[config.mk]
export PLATFORM = sky130hd
export DESIGN_NAME = dadda_mul
export DESIGN_NICKNAME = d
export VERILOG_FILES = /design/src/rtl/dadda_pkg.sv /design/src/rtl/dadda_fa.sv /design/src/rtl/dadda_mul.sv
export SDC_FILE = /design/constraint.sdc
export NUM_CORES = 1
export LEC_CHECK = 0
export ABC_AREA = 1
export BUFFER_PORTS_ARGS = -buffer_cell sky130_fd_sc_hd__buf_2
export CAP_MARGIN = 25
export CORE_UTILIZATION = 64
export DETAILED_ROUTE_END_ITERATION = 16
export GPL_ROUTABILITY_DRIVEN = 0
export PLACE_DENSITY = 0.87
export SETUP_SLACK_MARGIN = 0.05
export SLEW_MARGIN = 25
export SYNTH_ARGS = -nofsm -noshare
export SYNTH_HDL_FRONTEND = slang
export SYNTH_HIERARCHICAL = 1
export SYNTH_SLANG_ARGS = --single-unit
[constraint.sdc]
create_clock -name clk -period 10.39 [get_ports clk]
set_clock_uncertainty 0.05 [all_clocks]
set_input_delay 2.078 -clock clk [delete_from_list [all_inputs] [get_ports clk]]
set_output_delay 2.078 -clock clk [all_outputs]
set_load 0.02 [all_outputs]
[src/rtl/dadda_pkg.sv]
// Shared widths and Dadda stage-height schedule for the 8x8 multiplier.
// dadda_cnt() derives per-column adder counts at elaboration time.
package dadda_pkg;

  localparam int OP_W    = 8;
  localparam int PROD_W  = 16;
  localparam int N_STAGE = 4;
  localparam int MAX_H   = 8;

  localparam int STAGE_H [N_STAGE] = '{6, 4, 3, 2};

  localparam int CNT_HEIGHT = 0;
  localparam int CNT_FA     = 1;
  localparam int CNT_HA     = 2;

  // kind: input height of (stage, col), or number of FAs / HAs placed there.
  // Carries from column c-1 count towards column c's height within the same stage.
  function automatic int dadda_cnt(input int stage, input int col, input int kind);
    int h  [PROD_W];
    int hn [PROD_W];
    int cin;
    int r;
    int nf;
    int nh;
    int res;
    res = 0;
    for (int c = 0; c < PROD_W; c++) begin
      if (c < OP_W)           h[c] = c + 1;
      else if (c < 2*OP_W-1)  h[c] = 2*OP_W - 1 - c;
      else                    h[c] = 0;
      hn[c] = 0;
    end
    for (int s = 0; s < N_STAGE; s++) begin
      cin = 0;
      for (int c = 0; c < PROD_W; c++) begin
        r  = h[c] + cin - STAGE_H[s];
        nf = (r > 0) ? r / 2 : 0;
        nh = (r > 0) ? r % 2 : 0;
        if (s == stage && c == col) begin
          if (kind == CNT_HEIGHT)  res = h[c];
          else if (kind == CNT_FA) res = nf;
          else                     res = nh;
        end
        hn[c] = h[c] - 2*nf - nh + cin;
        cin   = nf + nh;
      end
      for (int c = 0; c < PROD_W; c++) h[c] = hn[c];
    end
    if (stage >= N_STAGE && kind == CNT_HEIGHT) res = h[col];
    return res;
  endfunction

endpackage

[src/rtl/dadda_fa.sv]
// One-bit full adder; used as a half adder with cin tied low.
module dadda_fa (
  input  logic a,
  input  logic b,
  input  logic cin,
  output logic s,
  output logic cout
);

  assign s    = a ^ b ^ cin;
  assign cout = (a & b) | (a & cin) | (b & cin);

endmodule

[src/rtl/dadda_mul.sv]
// Unsigned 8x8 Dadda multiplier with registered product (latency 1).
// Define DADDA_IN_REG_EN to also register A/B/in_valid (latency 2).
module dadda_mul
  import dadda_pkg::*;
(
  input  logic              clk,
  input  logic              rst,
  input  logic              in_valid,
  input  logic [OP_W-1:0]   A,
  input  logic [OP_W-1:0]   B,
  output logic              out_valid,
  output logic [PROD_W-1:0] Result
);

  logic [OP_W-1:0] a_t;
  logic [OP_W-1:0] b_t;
  logic            v_t;

`ifdef DADDA_IN_REG_EN
  logic [OP_W-1:0] a_q, a_d;
  logic [OP_W-1:0] b_q, b_d;
  logic            v_q, v_d;

  always_comb begin
    a_d = A;
    b_d = B;
    v_d = in_valid;
  end

  always_ff @(posedge clk) begin
    if (rst) begin
      a_q <= '0;
      b_q <= '0;
      v_q <= 1'b0;
    end else begin
      a_q <= a_d;
      b_q <= b_d;
      v_q <= v_d;
    end
  end

  assign a_t = a_q;
  assign b_t = b_q;
  assign v_t = v_q;
`else
  assign a_t = A;
  assign b_t = B;
  assign v_t = in_valid;
`endif

  // stg[s][col][k]: bit k of column col entering stage s; stg[N_STAGE] feeds the CPA.
  wire [PROD_W-1:0][MAX_H-1:0] stg [0:N_STAGE];
  wire [PROD_W-1:0][MAX_H-1:0] cry [0:N_STAGE-1];

  for (genvar i = 0; i < OP_W; i++) begin : g_pp_row
    for (genvar j = 0; j < OP_W; j++) begin : g_pp_col
      localparam int COL = i + j;
      localparam int LO  = (COL > OP_W - 1) ? COL - (OP_W - 1) : 0;
      assign stg[0][COL][i - LO] = a_t[j] & b_t[i];
    end
  end

  for (genvar c = 0; c < PROD_W; c++) begin : g_pp_pad
    localparam int H0 = dadda_cnt(0, c, CNT_HEIGHT);
    for (genvar z = H0; z < MAX_H; z++) begin : g_zero
      assign stg[0][c][z] = 1'b0;
    end
  end

  // Output column layout: FA sums, HA sums, untouched bits, then carries from col-1.
  for (genvar s = 0; s < N_STAGE; s++) begin : g_stage
    for (genvar c = 0; c < PROD_W; c++) begin : g_col
      localparam int HI  = dadda_cnt(s, c, CNT_HEIGHT);
      localparam int NF  = dadda_cnt(s, c, CNT_FA);
      localparam int NH  = dadda_cnt(s, c, CNT_HA);
      localparam int NP  = HI - 3*NF - 2*NH;
      localparam int CB  = HI - 2*NF - NH;
      localparam int NCP = (c == 0) ? 0 :
                           dadda_cnt(s, c - 1, CNT_FA) + dadda_cnt(s, c - 1, CNT_HA);

      for (genvar f = 0; f < NF; f++) begin : g_fa
        dadda_fa u_fa (
          .a    (stg[s][c][3*f]),
          .b    (stg[s][c][3*f+1]),
          .cin  (stg[s][c][3*f+2]),
          .s    (stg[s+1][c][f]),
          .cout (cry[s][c][f])
        );
      end

      for (genvar h = 0; h < NH; h++) begin : g_ha
        dadda_fa u_ha (
          .a    (stg[s][c][3*NF+2*h]),
          .b    (stg[s][c][3*NF+2*h+1]),
          .cin  (1'b0),
          .s    (stg[s+1][c][NF+h]),
          .cout (cry[s][c][NF+h])
        );
      end

      for (genvar p = 0; p < NP; p++) begin : g_pass
        assign stg[s+1][c][NF+NH+p] = stg[s][c][3*NF+2*NH+p];
      end

      if (c > 0) begin : g_cin
        for (genvar k = 0; k < NCP; k++) begin : g_k
          assign stg[s+1][c][CB+k] = cry[s][c-1][k];
        end
      end

      for (genvar z = CB + NCP; z < MAX_H; z++) begin : g_zero
        assign stg[s+1][c][z] = 1'b0;
      end

      for (genvar z = NF + NH; z < MAX_H; z++) begin : g_cry_zero
        assign cry[s][c][z] = 1'b0;
      end
    end
  end

  wire [PROD_W-1:0] row_a;
  wire [PROD_W-1:0] row_b;

  for (genvar c = 0; c < PROD_W; c++) begin : g_rows
    assign row_a[c] = stg[N_STAGE][c][0];
    assign row_b[c] = stg[N_STAGE][c][1];
  end

  // The carry out of column 14 lands in bit 15; the product never exceeds 16 bits.
  logic [PROD_W-1:0] prod;
  assign prod = row_a + row_b;

  // Padding bits and the top column's carries are structurally present but unused.
  logic unused_bits;
  assign unused_bits = ^{stg[0], stg[1], stg[2], stg[3], stg[4],
                         cry[0], cry[1], cry[2], cry[3]};

  logic [PROD_W-1:0] result_q, result_d;
  logic              out_valid_q, out_valid_d;

  always_comb begin
    result_d    = result_q;
    out_valid_d = 1'b0;
    if (v_t) begin
      result_d    = prod;
      out_valid_d = 1'b1;
    end
  end

  always_ff @(posedge clk) begin
    if (rst) begin
      result_q    <= '0;
      out_valid_q <= 1'b0;
    end else begin
      result_q    <= result_d;
      out_valid_q <= out_valid_d;
    end
  end

  assign Result    = result_q;
  assign out_valid = out_valid_q;

endmodule

==> summary.md <==
| Metric | Value |
|---|---|
| Outcome | `complete, no violations` |
| CTS tree | `built` |
| Clock transition at path regs | `0.07 ns` |
| PostCTS Resize Cnt | `0` |
| Htree depth | `1` |
| Cell with the most instances after synthesis | `nand2_1` |
| Die Span Y | `68.35 um` |
| Power Total | `about 0.60 mW` |
| Largest net degree at the start of global routing | `25` |
| Leak | `2.079 nW` |
| Async set or reset register ratio after synthesis | `0%` |
| Final setup fails | `0` |
| ANT nets after route | `0` |
| Core box area | `a little over 4000 sq um` |
| P&R area growth vs syn | `8.215%` |
| Global-route wire length before repair | `~11000 um` |
| CP Max Fanout | `8` |
| Power per cell area | `197.6 nW/um^2` |
| Slew Limit Fails | `0` |
| Hold path depth | `2` |
| Setup CP Type | `in -> reg` |
| Routed WL | `6219 um` |
| Post-synth top area cell | `fa_1` |
| IR drop worst, VDD | `110.4 uV` |
| Minimum clock period | `5.482 ns` |
| Hold Path Origin | `Result[0]$_SDFFE_PP0P_` |
| DRT iter0 DRCs | `124` |
| Vias per Instance | `5.213` |
| Total vias in the final route | `2591` |
| I/O pin cnt | `36` |
| GR Util met1 | `35.22%` |
| Crit share post-route | `52.76%` |
| Clock Path Buffers | `2` |
| DRC violations left | `0` |
| Hold buffer count at cts | `0` |
| NumNets Final | `524` |
| Fin Setup TNS | `0 ns` |
| Commonest cells post-synth | `nand2_1, inv_1, fa_1, nor2_1` |
| Post-synth EDFFs | `0` |
| Num Clock Sinks | `17` |
| Synth top area share | `30.55%` |
| Skew-Pair Late Insertion Delay | `0.25 ns` |
| Number of register bits inferred by synthesis | `17` |
| Endpoints failing hold | `0` |
| Worst min path class | `reg -> reg` |
| Reg2reg start | `Result[11]$_SDFFE_PP0P_` |
| Vias in the first global route | `2533` |
| Seq/Total Area, Yosys | `about an eighth` |
| Post-Syn Area | `around 2800 sq um` |
| Crit path from | `B[2]` |
| Prevailing post-synth register cell | `dfxtp_1` |
| Die area | `roughly 4700 sq um` |
| Fraction of layout cells with a size suffix above 1 | `~11%` |
| Largest cells by area after synthesis | `fa_1, nand2_1, inv_1` |
| Initial Util | `68.47%` |
| Post-CTS setup buffers | `0` |
| Startpoint Class | `primary input` |
| Grt met2 use | `55.39%` |
| Synth Area per Inst | `6.693 sq um` |
| Port Buf Inserts | `35` |
| Synth Warn # | `6` |
| CTS root buf | `clkbuf_8` |
| Crit path DAT | `5.58 ns` |
| Mapped Cells | `421` |
| HPWL after detailed placement | `5201 um` |
| Die X | `around 68 um` |
| Fmax | `0.1824 GHz` |
| Reg2Reg Depth | `3` |
| Busiest layer in global routing | `met2` |
| Post-detailed-route wirelength per cell | `approximately 13 um` |
| First-pass DRT Iterations | `5` |
| Worst Path Required | `10.49 ns` |
| CP endpoint kind | `flip-flop` |
| Gr usage total | `between 30% and 40%` |
| Grt total ovfl | `0` |
| CTS buffer count | `3` |
| Rows | `23` |
| MaxCap Viol Count | `0` |
| Yosys cell types | `26` |
| RSZ-0062 raised after global routing | `false` |
| Ant diodes | `0` |
| Antenna violations before repair | `0` |
| M3 GR Usage | `5.667%` |
## through the flow
| step | instance area, sq um | hold slack (ns) | utilization [%] | worst slack (ns) | std cells |
|---|---|---|---|---|---|
| 6_report | 3049 | 0.4222 | 74.10 | 4.908 | 497 |
| 5_1_grt | 3049 | 0.4532 | 74.10 | 4.690 | 497 |
| 2_1_floorplan | 2840 | 0.4904 | - | 4.872 | 427 |
| 3_5_place_dp | 3004 | 0.4187 | 73.00 | 4.652 | 493 |
| 3_3_place_gp | 3004 | 0.4013 | 73.00 | 4.727 | 493 |
| 4_1_cts | 3049 | 0.4286 | 74.10 | 4.903 | 497 |
## sequential cells by signal, indices dropped and copies added, names as in the netlist
| signal | count |
|---|---|
| out_valid | 1 |
| Result | 16 |
## where the power goes
part           switching (mW)  internal (mW)
Combinational           0.293          0.173
Sequential            0.00695         0.0807
Clock                  0.0220         0.0272
Total                   0.322          0.281
## routing by layer
metal,vias up,part of all wire (%)
met2,106,51
li1,1254,-
met4,0,2.7
met3,18,7.0
met1,1213,39
met5,-,0
## final cells by class
class / instances / area (sq um)
Tap cell: 50 / 62.56
Timing Repair Buffer: 35 / 175.2
Inverter: 108 / 405.4
Fill cell: 346 / 1066
Clock buffer: 4 / 45.04
Sequential cell: 17 / 340.3
Multi-Input combinational cell: 283 / 2021
## final timing paths
path | end | slack (ns)
worst max-delay path | Result[11]$_SDFFE_PP0P_ | 4.91
worst min-delay path | Result[0]$_SDFFE_PP0P_ | 0.42
worst max register to register | Result[11]$_SDFFE_PP0P_ | 9.58
worst min register to register | Result[0]$_SDFFE_PP0P_ | 0.42
## worst max-delay path, stage by stage
cell	delay (ns)
buf_2	0.16
nand2_1	0.08
inv_1	0.06
fa_1	0.52
fa_1	0.52
fa_1	0.52
fa_1	0.48
ha_1	0.35
nand2_1	0.14
inv_1	0.05
a21oi_1	0.18
nand3_2	0.12
nand2_1	0.07
nand2_1	0.05
o21bai_1	0.14
inv_1	0.05
## logic make-up (layout without fill, tap and decap cells)
logic type	Yosys count	count (layout)	synth area share (%)
other cells	1	7	0.1331
flops	17	17	12.08
buf+inv	127	147	17.01
compound gates	25	25	4.930
xor+xnor	5	5	1.554
fa+ha+maj	57	57	36.77
simple gates	189	189	27.53
## placed cells by master (no fill, tap or decap), drive strengths merged, types with 10 or more instances in the layout
cell   count
fa        43
nand2    130
nand3     19
inv      107
o21ai     10
nor2      35
buf       35
a21oi     11
dfxtp     17
ha        14
Note: power is estimated with default switching activity, not from simulation.
